**config.mk**
```make
export PLATFORM = sky130hd
export DESIGN_NAME = cursor_input_ctrl_flat
export DESIGN_NICKNAME = d
export VERILOG_FILES = /design/src/rtl/cursor_input_ctrl_if.sv /design/src/rtl/cursor_input_ctrl.sv /design/src/flat_wrapper.sv
export SDC_FILE = /design/constraint.sdc
export NUM_CORES = 1
export LEC_CHECK = 0
export ABC_AREA = 1
export CORE_MARGIN = 3
export CORE_UTILIZATION = 55
export DETAILED_ROUTE_END_ITERATION = 8
export MAX_ROUTING_LAYER = met4
export PLACE_DENSITY = 0.76
export REMOVE_ABC_BUFFERS = 1
export SLEW_MARGIN = 20
export SYNTH_ARGS = -nofsm -noshare
export SYNTH_HDL_FRONTEND = slang
export SYNTH_SLANG_ARGS = --single-unit
```
**constraint.sdc**
```tcl
create_clock -name clk -period 1.8 [get_ports clk]
set_input_delay 0.27 -clock clk [delete_from_list [all_inputs] [get_ports clk]]
set_output_delay 0.27 -clock clk [all_outputs]
set_load 0.01 [all_outputs]
```
**src/rtl/cursor_input_ctrl_if.sv**
```systemverilog
// rtl/cursor_input_ctrl_if.sv - raw button, mode and cursor signals of cursor_input_ctrl
interface cursor_input_ctrl_if;
    logic       btn_up_n;
    logic       btn_down_n;
    logic       btn_left_n;
    logic       btn_right_n;
    logic       btn_confirm_n;
    logic       move_enable;
    logic [2:0] clamp_len;
    logic [2:0] i_actual;
    logic [2:0] j_actual;
    logic       confirm;
    logic       any_pressed;

    modport master (
        output btn_up_n, btn_down_n, btn_left_n, btn_right_n, btn_confirm_n,
        output move_enable, clamp_len,
        input  i_actual, j_actual, confirm, any_pressed
    );

    modport slave (
        input  btn_up_n, btn_down_n, btn_left_n, btn_right_n, btn_confirm_n,
        input  move_enable, clamp_len,
        output i_actual, j_actual, confirm, any_pressed
    );
endinterface

```
**src/rtl/cursor_input_ctrl.sv**
```systemverilog
// rtl/cursor_input_ctrl.sv - debounced 5-button board cursor with column clamp and confirm pulse
module cursor_input_ctrl #(
    parameter int DEBOUNCE_CYCLES = 500000,
    parameter int GRID_SIZE       = 5
) (
    input  logic               clk,
    input  logic               rst,
    cursor_input_ctrl_if.slave bus
);
    localparam int CW = (DEBOUNCE_CYCLES > 1) ? $clog2(DEBOUNCE_CYCLES) : 1;
    localparam logic [CW-1:0] CNT_LAST = CW'(DEBOUNCE_CYCLES - 1);
    localparam logic [2:0] GRID = 3'(GRID_SIZE);
    localparam logic [2:0] GMAX = 3'(GRID_SIZE - 1);

    typedef enum logic [1:0] {
        RELEASED,
        PRESS_WAIT,
        PRESSED,
        RELEASE_WAIT
    } db_state_t;

    // Bit order: 0 up, 1 down, 2 left, 3 right, 4 confirm
    logic [4:0] raw_n;
    logic [4:0] sync1_n;
    logic [4:0] sync2_n;
    logic [4:0] press_ev;
    logic [4:0] level;

    assign raw_n = {bus.btn_confirm_n, bus.btn_right_n, bus.btn_left_n,
                    bus.btn_down_n, bus.btn_up_n};

    always_ff @(posedge clk or negedge rst) begin
        if (!rst) begin
            sync1_n <= '1;
            sync2_n <= '1;
        end else begin
            sync1_n <= raw_n;
            sync2_n <= sync1_n;
        end
    end

    for (genvar b = 0; b < 5; b++) begin : g_db
        db_state_t       state;
        db_state_t       state_nx;
        logic [CW-1:0]   cnt;
        logic [CW-1:0]   cnt_nx;
        logic            ev;
        logic            pressed;

        assign pressed = ~sync2_n[b];

        always_ff @(posedge clk or negedge rst) begin
            if (!rst) begin
                state <= RELEASED;
                cnt   <= '0;
            end else begin
                state <= state_nx;
                cnt   <= cnt_nx;
            end
        end

        always_comb begin
            state_nx = state;
            cnt_nx   = cnt;
            ev       = 1'b0;
            unique case (state)
                RELEASED: begin
                    cnt_nx = '0;
                    if (pressed) state_nx = PRESS_WAIT;
                end
                PRESS_WAIT: begin
                    if (!pressed) begin
                        state_nx = RELEASED;
                        cnt_nx   = '0;
                    end else if (cnt == CNT_LAST) begin
                        state_nx = PRESSED;
                        cnt_nx   = '0;
                        ev       = 1'b1;
                    end else begin
                        cnt_nx = cnt + 1'b1;
                    end
                end
                PRESSED: begin
                    cnt_nx = '0;
                    if (!pressed) state_nx = RELEASE_WAIT;
                end
                RELEASE_WAIT: begin
                    // A press sample mid-wait means the release was a bounce.
                    if (pressed) begin
                        state_nx = PRESSED;
                        cnt_nx   = '0;
                    end else if (cnt == CNT_LAST) begin
                        state_nx = RELEASED;
                        cnt_nx   = '0;
                    end else begin
                        cnt_nx = cnt + 1'b1;
                    end
                end
                default: begin
                    state_nx = RELEASED;
                    cnt_nx   = '0;
                end
            endcase
        end

        assign press_ev[b] = ev;
        assign level[b]    = (state == PRESSED) || (state == RELEASE_WAIT);
    end

    logic [2:0] len_eff;
    logic [2:0] jmax;
    logic [2:0] i_r, i_nx;
    logic [2:0] j_r, j_nx;
    logic       confirm_r, confirm_nx;
    logic       vert_move;

    always_comb begin
        len_eff = bus.clamp_len;
        if (bus.clamp_len == 3'd0)   len_eff = 3'd1;
        else if (bus.clamp_len > GRID) len_eff = GRID;
    end

    assign jmax      = GRID - len_eff;
    assign vert_move = press_ev[0] | press_ev[1];

    always_comb begin
        i_nx       = i_r;
        j_nx       = j_r;
        confirm_nx = bus.move_enable & press_ev[4];

        if (bus.move_enable) begin
            if (press_ev[0])      i_nx = (i_r == 3'd0) ? GMAX : i_r - 3'd1;
            else if (press_ev[1]) i_nx = (i_r == GMAX) ? 3'd0 : i_r + 3'd1;
        end

        // Clamp wins over any horizontal move so a raised clamp_len settles in one cycle.
        if (j_r > jmax) begin
            j_nx = jmax;
        end else if (bus.move_enable && !vert_move) begin
            if (press_ev[2])      j_nx = (j_r == 3'd0) ? jmax : j_r - 3'd1;
            else if (press_ev[3]) j_nx = (j_r == jmax) ? 3'd0 : j_r + 3'd1;
        end
    end

    always_ff @(posedge clk or negedge rst) begin
        if (!rst) begin
            i_r       <= 3'd0;
            j_r       <= 3'd0;
            confirm_r <= 1'b0;
        end else begin
            i_r       <= i_nx;
            j_r       <= j_nx;
            confirm_r <= confirm_nx;
        end
    end

    assign bus.i_actual    = i_r;
    assign bus.j_actual    = j_r;
    assign bus.confirm     = confirm_r;
    assign bus.any_pressed = |level;
endmodule
```
**src/flat_wrapper.sv**
```systemverilog
// flat-port wrapper written by rule: the top's interface ports become plain ports
module cursor_input_ctrl_flat 
#(
    parameter int DEBOUNCE_CYCLES = 500000,
    parameter int GRID_SIZE       = 5
)
  (clk, rst, bus_btn_up_n, bus_btn_down_n, bus_btn_left_n, bus_btn_right_n, bus_btn_confirm_n, bus_move_enable, bus_clamp_len, bus_i_actual, bus_j_actual, bus_confirm, bus_any_pressed);
  cursor_input_ctrl_if bus_i ();
  input  logic clk;
  input  logic rst;
  input wire logic [$bits(bus_i.btn_up_n)-1:0] bus_btn_up_n;
  input wire logic [$bits(bus_i.btn_down_n)-1:0] bus_btn_down_n;
  input wire logic [$bits(bus_i.btn_left_n)-1:0] bus_btn_left_n;
  input wire logic [$bits(bus_i.btn_right_n)-1:0] bus_btn_right_n;
  input wire logic [$bits(bus_i.btn_confirm_n)-1:0] bus_btn_confirm_n;
  input wire logic [$bits(bus_i.move_enable)-1:0] bus_move_enable;
  input wire logic [$bits(bus_i.clamp_len)-1:0] bus_clamp_len;
  output wire logic [$bits(bus_i.i_actual)-1:0] bus_i_actual;
  output wire logic [$bits(bus_i.j_actual)-1:0] bus_j_actual;
  output wire logic [$bits(bus_i.confirm)-1:0] bus_confirm;
  output wire logic [$bits(bus_i.any_pressed)-1:0] bus_any_pressed;
  assign bus_i.btn_up_n = bus_btn_up_n;
  assign bus_i.btn_down_n = bus_btn_down_n;
  assign bus_i.btn_left_n = bus_btn_left_n;
  assign bus_i.btn_right_n = bus_btn_right_n;
  assign bus_i.btn_confirm_n = bus_btn_confirm_n;
  assign bus_i.move_enable = bus_move_enable;
  assign bus_i.clamp_len = bus_clamp_len;
  assign bus_i_actual = bus_i.i_actual;
  assign bus_j_actual = bus_i.j_actual;
  assign bus_confirm = bus_i.confirm;
  assign bus_any_pressed = bus_i.any_pressed;
  cursor_input_ctrl #(.DEBOUNCE_CYCLES(DEBOUNCE_CYCLES), .GRID_SIZE(GRID_SIZE)) u_core (.clk(clk), .rst(rst), .bus(bus_i));
endmodule
```
==> results.sh <==
export IMPL_routed_via_count=5553
export IMPL_worst_slew_pin_slew_ns=0.415
export IMPL_area_growth_pct=22.7
export IMPL_wl_met2_mm=7.25
export IMPL_synthCells=814
export IMPL_reg2regPathDepth=11
export IMPL_fin_cells=1048
export IMPL_synth_commonest_cells="nand2_1 (143), nor2_1 (122), inv_1 (115)"
export IMPL_hp_start="bus_btn_up_n"
export IMPL_hold_viol=0
export IMPL_grt_max_degree=45
export IMPL_r2r_start="u_core.g_db[2].cnt[1]$_DFF_PN0_"
export IMPL_place_congestion=0.901
export IMPL_reg2reg_slack_ns=0.05
export IMPL_cts_made_buffers=17
export IMPL_grt_pass1_vias=5493
export IMPL_placementRows=39
export IMPL_finalSetupViolations=0
export IMPL_syn_avg_cell_area_sq_um=8.12
export IMPL_layout_nets=918
export IMPL_min_to="u_core.sync1_n[0]$_DFF_PN1_"
export IMPL_clk_latency_ns=0.41
export IMPL_initial_core_util=0.571
export IMPL_run_status="finished, final reports clean"
export IMPL_rsz0062_at_grt="yes"
export IMPL_required_ns=2.10
export IMPL_synth_top_area_frac=0.424
export IMPL_synth_area_leaders="dfrtp_1 (42%), nand2_1 (8.1%), nor2_1 (6.9%)"
export IMPL_skew_ns=0.00902
export IMPL_fmax_mhz=572
export IMPL_critPathArrivalTime_ns=2.04
export IMPL_top_layer="met4"
export IMPL_hold_depth=1
export IMPL_wire_per_inst_um=13.6
export IMPL_portBuffers=18
export IMPL_cts_root_buf="clkbuf_16"
export IMPL_synth_edf_count=0
export IMPL_cts_tree="done"
export IMPL_drive_above_1_share=0.202
export IMPL_yosys_area_top_type="dfrtp_1"
export IMPL_finalCritPeriodShare=0.971
export IMPL_dr_wl_met3_um=507
export IMPL_grt_usage=0.226
export IMPL_ios=19
export IMPL_yosys_warnings=0
export IMPL_core_area_sq_um=11600
export IMPL_avgViaCountPerCell=5.30
export IMPL_drt_met1_wl_mm=6.15
export IMPL_ant_nets=0
export IMPL_hp_class="in -> reg"
export IMPL_drcViolationCount=0
export IMPL_drtIter0Drc=455
export IMPL_dp_cells=994
export IMPL_cp_start_kind="flop"
export IMPL_synth_flop_cell="dfrtp_1"
export IMPL_slew_headroom=0.721
export IMPL_clk_path_buf_depth=2
export IMPL_fin_util=0.701
export IMPL_cp_end_kind="flop"
export IMPL_synthDistinctLibCells=39
export IMPL_die_x_um=116
export IMPL_antenna_found_initial=0
export IMPL_period_needed_ns=1.75
export IMPL_reg2reg_to="u_core.g_db[2].cnt[16]$_DFF_PN0_"
export IMPL_die_area_sq_um=13400
export IMPL_syn_area_sq_um=6610
export IMPL_firstDrtPassIters=5
export IMPL_maxCapViolations=0
export IMPL_overflow=0
export IMPL_clkTransAtPathRegs_ns=0.06
export IMPL_synthArstFlopShare=1.00
export IMPL_die_h_um=116
export IMPL_yosysSeqAreaShare=0.464
export IMPL_worst_setup_path_type="reg -> reg"
export IMPL_wl_mm=14.3
export IMPL_antenna_cells=0
export IMPL_yosysMostFrequentCell="nand2_1"
export IMPL_cts_sinks=122
export IMPL_slew_violations=0
export IMPL_p_per_area_nw_per_um2=885
export IMPL_ys_ff_latch=122
export IMPL_cts_htree_levels=4
export IMPL_critPathMaxFanout=4
export IMPL_p_leak_nw=3.69
export IMPL_grt_first_pass_wirelength_mm=23.6
export IMPL_ir_drop_mv=0.755
export IMPL_hpwlAfterDp_mm=9.77
[layout by cell type, fill, tap and decap left out, drive strengths merged, types with 3 or more instances in the layout]
cell type and instances:
ha 15, xor2 35, xnor2 8, clkdlybuf4s50 13, dfrtp 112, clkinv 6, a211oi 3, inv 117
nor3 38, o21ai 24, a21oi 26, bufinv 3, o21a 3, nand2 152, nor4 9, dlymetal6s2s 3
nor3b 5, nand3 54, nor2 158, nand4 26, clkbuf 22, dfstp 10, buf 48
[kinds of logic (layout without fill, tap and decap cells)]
kind of cell / Yosys count / in the layout / synth area share
simple gates: 446 / 446 / 0.322
buf+inv: 124 / 215 / 0.0744
flops: 122 / 122 / 0.464
compound gates: 64 / 64 / 0.0545
xor+xnor: 43 / 43 / 0.0570
fa+ha+maj: 15 / 15 / 0.0284
[worst max-delay path by stage]
| stage | from | to | slack (ns) |
|---|---|---|---|
| after global placement | bus_clamp_len[1] | u_core.bus.j_actual[1]$_DFFE_PN0P_ | -0.41 |
| after CTS | u_core.g_db[0].cnt[1]$_DFF_PN0_ | u_core.bus.j_actual[0]$_DFFE_PN0P_ | 0.002 |
| after global routing | u_core.g_db[2].cnt[1]$_DFF_PN0_ | u_core.g_db[2].cnt[16]$_DFF_PN0_ | -0.05 |
| after detailed placement | bus_clamp_len[1] | u_core.bus.j_actual[2]$_DFFE_PN0P_ | -0.52 |
| final | u_core.g_db[2].cnt[1]$_DFF_PN0_ | u_core.g_db[2].cnt[16]$_DFF_PN0_ | 0.05 |
| after floorplan | u_core.g_db[1].cnt[0]$_DFF_PN0_ | u_core.g_db[1].cnt[13]$_DFF_PN0_ | 0.04 |
[report_power, final]
group	switching, mW	internal [mW]	leakage, nW
Clock	1.14	2.19	0.287
Combinational	0.553	0.421	1.76
Sequential	0.0549	2.82	1.64
Total	1.75	5.43	3.69
[sequential cells by signal, indices dropped and copies added, names as in the netlist, named ones only]
name                 cells
u_core.sync2_n           5
u_core.g_db.cnt         95
u_core.bus.confirm       1
u_core.bus.j_actual      3
u_core.bus.i_actual      3
u_core.sync1_n           5
u_core.g_db.state        5
[routing by layer]
metal,up-vias,track usage
met1,2641,0.263
met5,-,-
li1,2762,-
met2,113,0.377
met3,37,0.0564
met4,0,0.0900
[layout make-up]
type,instances,area (sq um)
clock buffer,22,454
fill,898,3460
clock inverter,10,128
timing repair buffer,66,598
tap,143,179
multi-input combinational,568,3240
sequential,122,3070
inverter,117,439
[repair_timing]
action / in CTS / in global routing
endpoints found under the hold margin: 13 / 0
buffers inserted: 0 / 21
endpoints found under the setup margin: 4 / 69
hold buffers: 1 / 0
pin swaps: 1 / 21
resized for setup: 4 / 50
[stage by stage]
stage	hold slack (ns)	TNS, ns	setup WS, ns	power, mW	instance area (sq um)
6_report	0.265	0	0.0516	7.18	8110
2_1_floorplan	-0.0256	0	0.0391	3.40	6550
4_1_cts	0.251	0	0.00191	7.14	7750
5_1_grt	0.261	-0.142	-0.0485	7.50	8110
3_5_place_dp	0.167	-1.50	-0.520	3.77	7160
3_3_place_gp	0.162	-1.18	-0.408	3.71	7160
[critical path, stage by stage, from the launching register on]
cell	delay (ns)
dfrtp_1	0.38
ha_2	0.23
nand2_4	0.07
nor2_4	0.15
inv_2	0.08
nor2_4	0.15
nand2_4	0.07
nor2_4	0.12
nand2_2	0.07
nor2_2	0.12
xnor2_1	0.12
nor2_1	0.06
Note: power is estimated with default switching activity, not from simulation.
